==> src/rtl/muldiv_pkg.sv <==
// Shared types and constants for the RV32M iterative multiply/divide unit.
package muldiv_pkg;

  typedef enum logic [2:0] {
    OP_MUL    = 3'd0,
    OP_MULH   = 3'd1,
    OP_MULHSU = 3'd2,
    OP_MULHU  = 3'd3,
    OP_DIV    = 3'd4,
    OP_DIVU   = 3'd5,
    OP_REM    = 3'd6,
    OP_REMU   = 3'd7
  } muldiv_op_e;

  typedef enum logic [1:0] {
    IDLE = 2'd0,
    CALC = 2'd1,
    FIN  = 2'd2
  } muldiv_state_e;

  localparam int          MULDIV_ITER = 32;
  localparam logic [31:0] DIV0_QUOT   = 32'hFFFF_FFFF;
  localparam logic [31:0] INT_MIN     = 32'h8000_0000;

  function automatic logic [31:0] cond_neg32(input logic [31:0] x, input logic neg);
    return neg ? (~x + 32'd1) : x;
  endfunction

endpackage

==> src/rtl/muldiv_step.sv <==
// One combinational iteration: shift-add multiply step or restoring-divide step.
module muldiv_step #(
  parameter int XLEN = 32
) (
  input  logic            div_mode,
  input  logic [XLEN-1:0] hi,
  input  logic [XLEN-1:0] lo,
  input  logic [XLEN-1:0] opb,
  output logic [XLEN-1:0] hi_nxt,
  output logic [XLEN-1:0] lo_nxt
);

  logic [XLEN:0] sum;
  logic [XLEN:0] prem;
  logic          ge;

  always_comb begin
    sum  = {1'b0, hi} + (lo[0] ? {1'b0, opb} : '0);
    // 33-bit partial remainder: previous remainder with next dividend bit shifted in
    prem = {hi, lo[XLEN-1]};
    ge   = prem >= {1'b0, opb};
    if (div_mode) begin
      hi_nxt = ge ? (prem[XLEN-1:0] - opb) : prem[XLEN-1:0];
      lo_nxt = {lo[XLEN-2:0], ge};
    end else begin
      hi_nxt = sum[XLEN:1];
      lo_nxt = {sum[0], lo[XLEN-1:1]};
    end
  end

endmodule

==> src/rtl/ex_muldiv.sv <==
// EX-stage RV32M multiply/divide unit, 32-cycle iterative core with stall/done handshake.
// Optional MULDIV_FAST_MUL_EN: single-cycle 33x33 multiply for all MUL* ops.
module ex_muldiv
  import muldiv_pkg::*;
#(
  parameter int XLEN = 32
) (
  input  logic            clk,
  input  logic            rst,
  input  logic            start,
  input  logic [2:0]      op,
  input  logic [XLEN-1:0] rs1,
  input  logic [XLEN-1:0] rs2,
  input  logic            flush,
  output logic            stall_o,
  output logic            busy,
  output logic            done,
  output logic [XLEN-1:0] result
);

  localparam logic [4:0] CNT_LAST = 5'(MULDIV_ITER - 1);

  muldiv_state_e   state, state_nxt;
  logic [4:0]      cnt;
  muldiv_op_e      op_q;
  logic            neg_q;
  logic [XLEN-1:0] acc_hi, acc_lo, opb;
  logic [XLEN-1:0] step_hi, step_lo;

  muldiv_op_e      op_in;
  logic            a_sgn, b_sgn, a_neg, b_neg, neg_in;
  logic [XLEN-1:0] a_mag, b_mag;
  logic            div0, ovf, special;
  logic [XLEN-1:0] special_res;
  logic            fast_take;
  logic [XLEN-1:0] fast_res;
  logic            accept;

  function automatic logic [31:0] finalize(input muldiv_op_e o, input logic neg,
                                           input logic [31:0] hi, input logic [31:0] lo);
    logic [63:0] prod;
    prod = {hi, lo};
    if (neg) prod = ~prod + 64'd1;
    case (o)
      OP_MUL:                       return prod[31:0];
      OP_MULH, OP_MULHSU, OP_MULHU: return prod[63:32];
      OP_DIV, OP_DIVU:              return cond_neg32(lo, neg);
      default:                      return cond_neg32(hi, neg);
    endcase
  endfunction

  // Operand preparation on accept
  always_comb begin
    op_in = muldiv_op_e'(op);
    a_sgn = 1'b0;
    b_sgn = 1'b0;
    case (op_in)
      OP_MUL, OP_MULH, OP_DIV, OP_REM: begin a_sgn = 1'b1; b_sgn = 1'b1; end
      OP_MULHSU:                       a_sgn = 1'b1;
      default: ;
    endcase
    a_neg  = a_sgn & rs1[XLEN-1];
    b_neg  = b_sgn & rs2[XLEN-1];
    a_mag  = cond_neg32(rs1, a_neg);
    b_mag  = cond_neg32(rs2, b_neg);
    // Remainder follows the dividend sign; quotient/product the XOR of both
    neg_in = (op[2] & op[1]) ? a_neg : (a_neg ^ b_neg);

    div0 = op[2] & (rs2 == '0);
    ovf  = (op_in == OP_DIV || op_in == OP_REM) && (rs1 == INT_MIN) && (rs2 == '1);
    special = div0 | ovf;
    if (div0)
      special_res = op[1] ? rs1 : DIV0_QUOT;
    else
      special_res = op[1] ? '0 : INT_MIN;
  end

`ifdef MULDIV_FAST_MUL_EN
  logic signed [XLEN:0]     fast_a, fast_b;
  logic signed [2*XLEN+1:0] fast_prod;
  logic                     unused_fast;

  always_comb begin
    fast_a    = {a_neg, rs1};
    fast_b    = {b_neg, rs2};
    fast_prod = fast_a * fast_b;
    fast_take = ~op[2];
    fast_res  = (op_in == OP_MUL) ? fast_prod[XLEN-1:0] : fast_prod[2*XLEN-1:XLEN];
  end
  assign unused_fast = ^fast_prod[2*XLEN+1:2*XLEN];
`else
  assign fast_take = 1'b0;
  assign fast_res  = '0;
`endif

  muldiv_step #(.XLEN(XLEN)) u_step (
    .div_mode (op_q[2]),
    .hi       (acc_hi),
    .lo       (acc_lo),
    .opb      (opb),
    .hi_nxt   (step_hi),
    .lo_nxt   (step_lo)
  );

  assign accept = (state == IDLE) & start & ~flush;

  always_comb begin
    state_nxt = state;
    case (state)
      IDLE: if (accept) state_nxt = (special | fast_take) ? FIN : CALC;
      CALC: begin
        if (flush)                state_nxt = IDLE;
        else if (cnt == CNT_LAST) state_nxt = FIN;
      end
      default: state_nxt = IDLE;
    endcase
  end

  assign busy    = (state != IDLE);
  assign done    = (state == FIN) & ~flush;
  assign stall_o = accept | (state == CALC);

  always_ff @(posedge clk or negedge rst) begin
    if (!rst) begin
      state  <= IDLE;
      cnt    <= '0;
      result <= '0;
      op_q   <= OP_MUL;
      neg_q  <= 1'b0;
      acc_hi <= '0;
      acc_lo <= '0;
      opb    <= '0;
    end else begin
      state <= state_nxt;
      case (state)
        IDLE: begin
          if (accept) begin
            op_q  <= op_in;
            neg_q <= neg_in;
            cnt   <= '0;
            if (special) begin
              result <= special_res;
            end else if (fast_take) begin
              result <= fast_res;
            end else begin
              // Multiply: lo = multiplier, opb = multiplicand. Divide: lo = dividend, opb = divisor.
              acc_hi <= '0;
              acc_lo <= op[2] ? a_mag : b_mag;
              opb    <= op[2] ? b_mag : a_mag;
            end
          end
        end
        CALC: begin
          if (!flush) begin
            acc_hi <= step_hi;
            acc_lo <= step_lo;
            cnt    <= cnt + 5'd1;
            if (cnt == CNT_LAST)
              result <= finalize(op_q, neg_q, step_hi, step_lo);
          end
        end
        default: ;
      endcase
    end
  end

endmodule

==> config.mk <==
export PLATFORM = sky130hd
export DESIGN_NAME = ex_muldiv
export DESIGN_NICKNAME = d
export VERILOG_FILES = /design/src/rtl/muldiv_pkg.sv /design/src/rtl/muldiv_step.sv /design/src/rtl/ex_muldiv.sv
export SDC_FILE = /design/constraint.sdc
export NUM_CORES = 1
export LEC_CHECK = 0
export BUFFER_PORTS_ARGS = -buffer_cell sky130_fd_sc_hd__buf_2
export CAP_MARGIN = 20
export CORE_UTILIZATION = 50
export DETAILED_ROUTE_END_ITERATION = 8
export PLACE_DENSITY = 0.66
export SLEW_MARGIN = 20
export SYNTH_ARGS = -nofsm -noshare
export SYNTH_HDL_FRONTEND = slang
export SYNTH_HIERARCHICAL = 1
export SYNTH_SLANG_ARGS = --single-unit
==> constraint.sdc <==
create_clock -name clk -period 7.1 [get_ports clk]
set_clock_uncertainty 0.15 [all_clocks]
set_input_delay 1.42 -clock clk [delete_from_list [all_inputs] [get_ports clk]]
set_output_delay 1.42 -clock clk [all_outputs]
set_load 0.02 [all_outputs]
==> results.sh <==
export IMPL_status="completed"
export IMPL_period_minus_slack_ns=6.264
export IMPL_synthCells=2131
export IMPL_ctsResizeCount=0
export IMPL_ys_async_sr_fraction_pct=100.0
export IMPL_intPower_w=0.002485
export IMPL_power_density_mw_per_mm2=287.4
export IMPL_netlist_top_cells_count="nand2_1 (255), nor2_1 (195), a21oi_1 (178)"
export IMPL_swShare_pct=49.27
export IMPL_fin_ws_ns=0.8358
export IMPL_r2r_end="result[26]"
export IMPL_power_w=0.004898
export IMPL_nNetsFinal=2292
export IMPL_grt_start_max_net_pins=85
export IMPL_gp_congestion=1.044
export IMPL_antenna_found_initial=1
export IMPL_ioPinCount=106
export IMPL_firstDrtPassIters=8
export IMPL_path_clk_slew_ns=0.07
export IMPL_hold_path_startpoint="result[13]"
export IMPL_rows=64
export IMPL_ir_worst_vdd_mv=0.1321
export IMPL_p_leak_nw=7.372
export IMPL_num_vias=17140
export IMPL_hpwl_mm=48.23
export IMPL_rsz0062_at_grt="false"
export IMPL_die_h_um=179.1
export IMPL_clockBufferDepth=2
export IMPL_cp_end_kind="flip-flop"
export IMPL_synth_area_leader_cell="dfrtp_1"
export IMPL_drv_slew=0
export IMPL_grtUsageTotal_pct=40.26
export IMPL_fin_area_sq_mm=0.01704
export IMPL_worstReg2RegStart="acc_lo[0]"
export IMPL_cts_setup_buffers=0
export IMPL_min_delay_path_class="flip-flop to flip-flop"
export IMPL_critPathKind="flip-flop to flip-flop"
export IMPL_drt_wl_total_mm=63.60
export IMPL_grt_overflow_total=0
export IMPL_ys_ff_latch=139
export IMPL_worst_pin_slew_ns=1.176
export IMPL_syn_nets=2275
export IMPL_cp_max_fo=34
export IMPL_pwr_share_seq_pct=23.8
export IMPL_drv_cap=0
export IMPL_start_kind="flip-flop"
export IMPL_synthXorXnorAreaFrac_pct=8.375
export IMPL_drt_iter0_drc=1998
export IMPL_synth_compound_area_share_pct=27.26
export IMPL_yosysSeqAreaShare_pct=22.17
export IMPL_muxShareOfSynthArea_pct=5.663
export IMPL_pwr_share_clk_pct=19.5
export IMPL_yosysWarnings=6
export IMPL_route_detailed_wl_per_inst_um=24.86
export IMPL_maxSlewHeadroom_pct=20.76
export IMPL_r2r_setup_slack_ns=0.84
export IMPL_finalSetupTns_ns=0
export IMPL_via_per_inst=6.701
export IMPL_reg2reg_depth=17
export IMPL_grt_first_pass_wirelength_mm=96.41
export IMPL_remaining_drc_errors=0
export IMPL_p_switching_w=0.002414
export IMPL_finalSetupViolCount=0
export IMPL_synthAdderAreaFrac_pct=5.918
export IMPL_ys_flop_type="dfrtp_1"
export IMPL_start_util_pct=51.02
export IMPL_die_x_um=179.1
export IMPL_antenna_left=0
export IMPL_synth_edf_count=0
export IMPL_die_area_sq_mm=0.03209
export IMPL_area_growth_syn_to_layout_pct=8.645
export IMPL_cts_root_buf="clkbuf_16"
export IMPL_required_ns=7.26
export IMPL_numCtsBuffers=17
export IMPL_placed_area_sq_mm=0.01643
export IMPL_cts_sinks=139
export IMPL_synth_top_family_by_area="compound AO/OA/AOI/OAI gates"
export IMPL_hold_end="result[13]"
export IMPL_cts_hold_buffers=0
export IMPL_timing_final_crit_share_pct=88.23
export IMPL_nFillCells=3023
export IMPL_netlist_area_sq_mm=0.01569
export IMPL_arrival_ns=6.42
export IMPL_clk_latency_ns=0.46
export IMPL_holdPathStages=2
export IMPL_fmax_mhz=159.6
export IMPL_synth_top_area_share_pct=22.17
export IMPL_final_core_util_pct=55.43
export IMPL_portBuffers=105
export IMPL_cts_tree="built"
export IMPL_power_frac_comb_pct=56.7
export IMPL_hold_viol=0
export IMPL_synthSimpleGateAreaFrac_pct=25.09
export IMPL_htreeDepth=4
export IMPL_synth_area_per_cell_sq_um=7.362
export IMPL_fp_coreArea_sq_mm=0.03075
export IMPL_yosysMostFrequentCell="nand2_1"
export IMPL_grt_pass1_vias=16028
export IMPL_dp_slack_ns=0.9866
export IMPL_synth_distinct_cells=98
export IMPL_synthTopCellsByArea="dfrtp_1 (22%), nand2_1 (6.1%), a21oi_1 (5.7%), ha_1 (5.7%), nor2_1 (4.7%)"
export IMPL_drive_gt1_share_pct=12.63
## layer usage
metal	part of all wire, %	vias up	GRT usage, %
li1	-	7831	-
met1	41	8156	52.20
met2	44	948	61.89
met3	9.5	205	8.673
met4	6.0	0	22.44
met5	0	-	0
## registers in the layout (all words and copies together), names as in the netlist
name	cells
acc_hi	32
cnt	5
state	2
result	32
opb	32
op_q	3
neg_q	1
acc_lo	32
## worst max-delay path, stage by stage, from the launching register on
cell      delay [ns]
dfrtp_1         0.99
and2_1          0.29
ha_1            0.26
a211oi_1        0.39
o211a_1         0.29
o21ai_0         0.18
a31oi_1         0.31
o21ai_0         0.24
a31oi_1         0.26
xnor2_1         0.10
nor2_1          0.09
a21oi_1         0.13
nor4_1          0.76
nand4_1         0.35
or4b_2          0.71
a41o_1          0.27
o31ai_1         0.22
o311ai_1        0.13
## kinds of logic (layout without fill, tap and decap cells)
group | count (synthesis) | count (layout)
simple gates | 817 | 817
xor+xnor | 150 | 150
fa+ha+maj | 73 | 73
other cells | 0 | 1
flops | 139 | 139
compound gates | 655 | 655
buf+inv | 214 | 244
mux | 83 | 83
## stage by stage
step | instances | hold slack (ns)
after floorplan | 2131 | 0.2994
after global placement | 2525 | 0.3064
after detailed placement | 2525 | 0.3155
after CTS | 2557 | 0.3294
after global routing | 2557 | 0.3688
final | 2558 | 0.3241
## power groups by stage
| stage | logic [W] | registers [W] | clock network, W |
|---|---|---|---|
| floorplan | 0.00185 | 0.00114 | 0 |
| global placement | 0.00265 | 0.00117 | 0 |
| detailed placement | 0.00267 | 0.00117 | 0 |
| CTS | 0.00269 | 0.00116 | 0.000966 |
| global route | 0.00297 | 0.00119 | 0.000994 |
| finish | 0.00278 | 0.00117 | 0.000956 |
## worst max-delay path by stage
stage | from | end | cells past startpoint
after floorplan | acc_hi[0] | result[28] | 20
after global placement | acc_hi[0] | result[25] | 17
after detailed placement | acc_lo[0] | result[26] | 17
after CTS | acc_lo[0] | result[26] | 17
after global routing | opb[1] | result[28] | 19
final | acc_lo[0] | result[26] | 17
## cells in the final DEF, fill, tap and decap left out, types with 38 or more instances in the layout
| cell | netlist | final |
|---|---|---|
| o21ai_0 | 139 | 139 |
| ha_1 | 71 | 71 |
| a31oi_1 | 50 | 50 |
| nand3_1 | 83 | 83 |
| buf_4 | 5 | 38 |
| buf_2 | 23 | 104 |
| xor2_1 | 69 | 69 |
| a21oi_1 | 178 | 177 |
| mux2_2 | 46 | 46 |
| xnor2_1 | 81 | 81 |
| nand2_1 | 255 | 254 |
| a21o_1 | 40 | 39 |
| nor2_1 | 195 | 194 |
| and2_1 | 41 | 41 |
| nor3_1 | 53 | 53 |
| inv_1 | 67 | 67 |
| dfrtp_1 | 139 | 137 |
## layout make-up
cell class | count | area (sq um) | share of cell area (%)
Clock inverter | 13 | 166.4 | 0.9764
Tap cell | 396 | 495.5 | 2.907
Sequential cell | 139 | 3483 | 20.44
Clock buffer | 19 | 442.9 | 2.599
Inverter | 69 | 259.0 | 1.520
Multi-Input combinational cell | 1778 | 11380 | 66.75
Timing Repair Buffer | 143 | 817.0 | 4.794
Antenna cell | 1 | 2.502 | 0.01468
(Power assumes the default switching activity.)
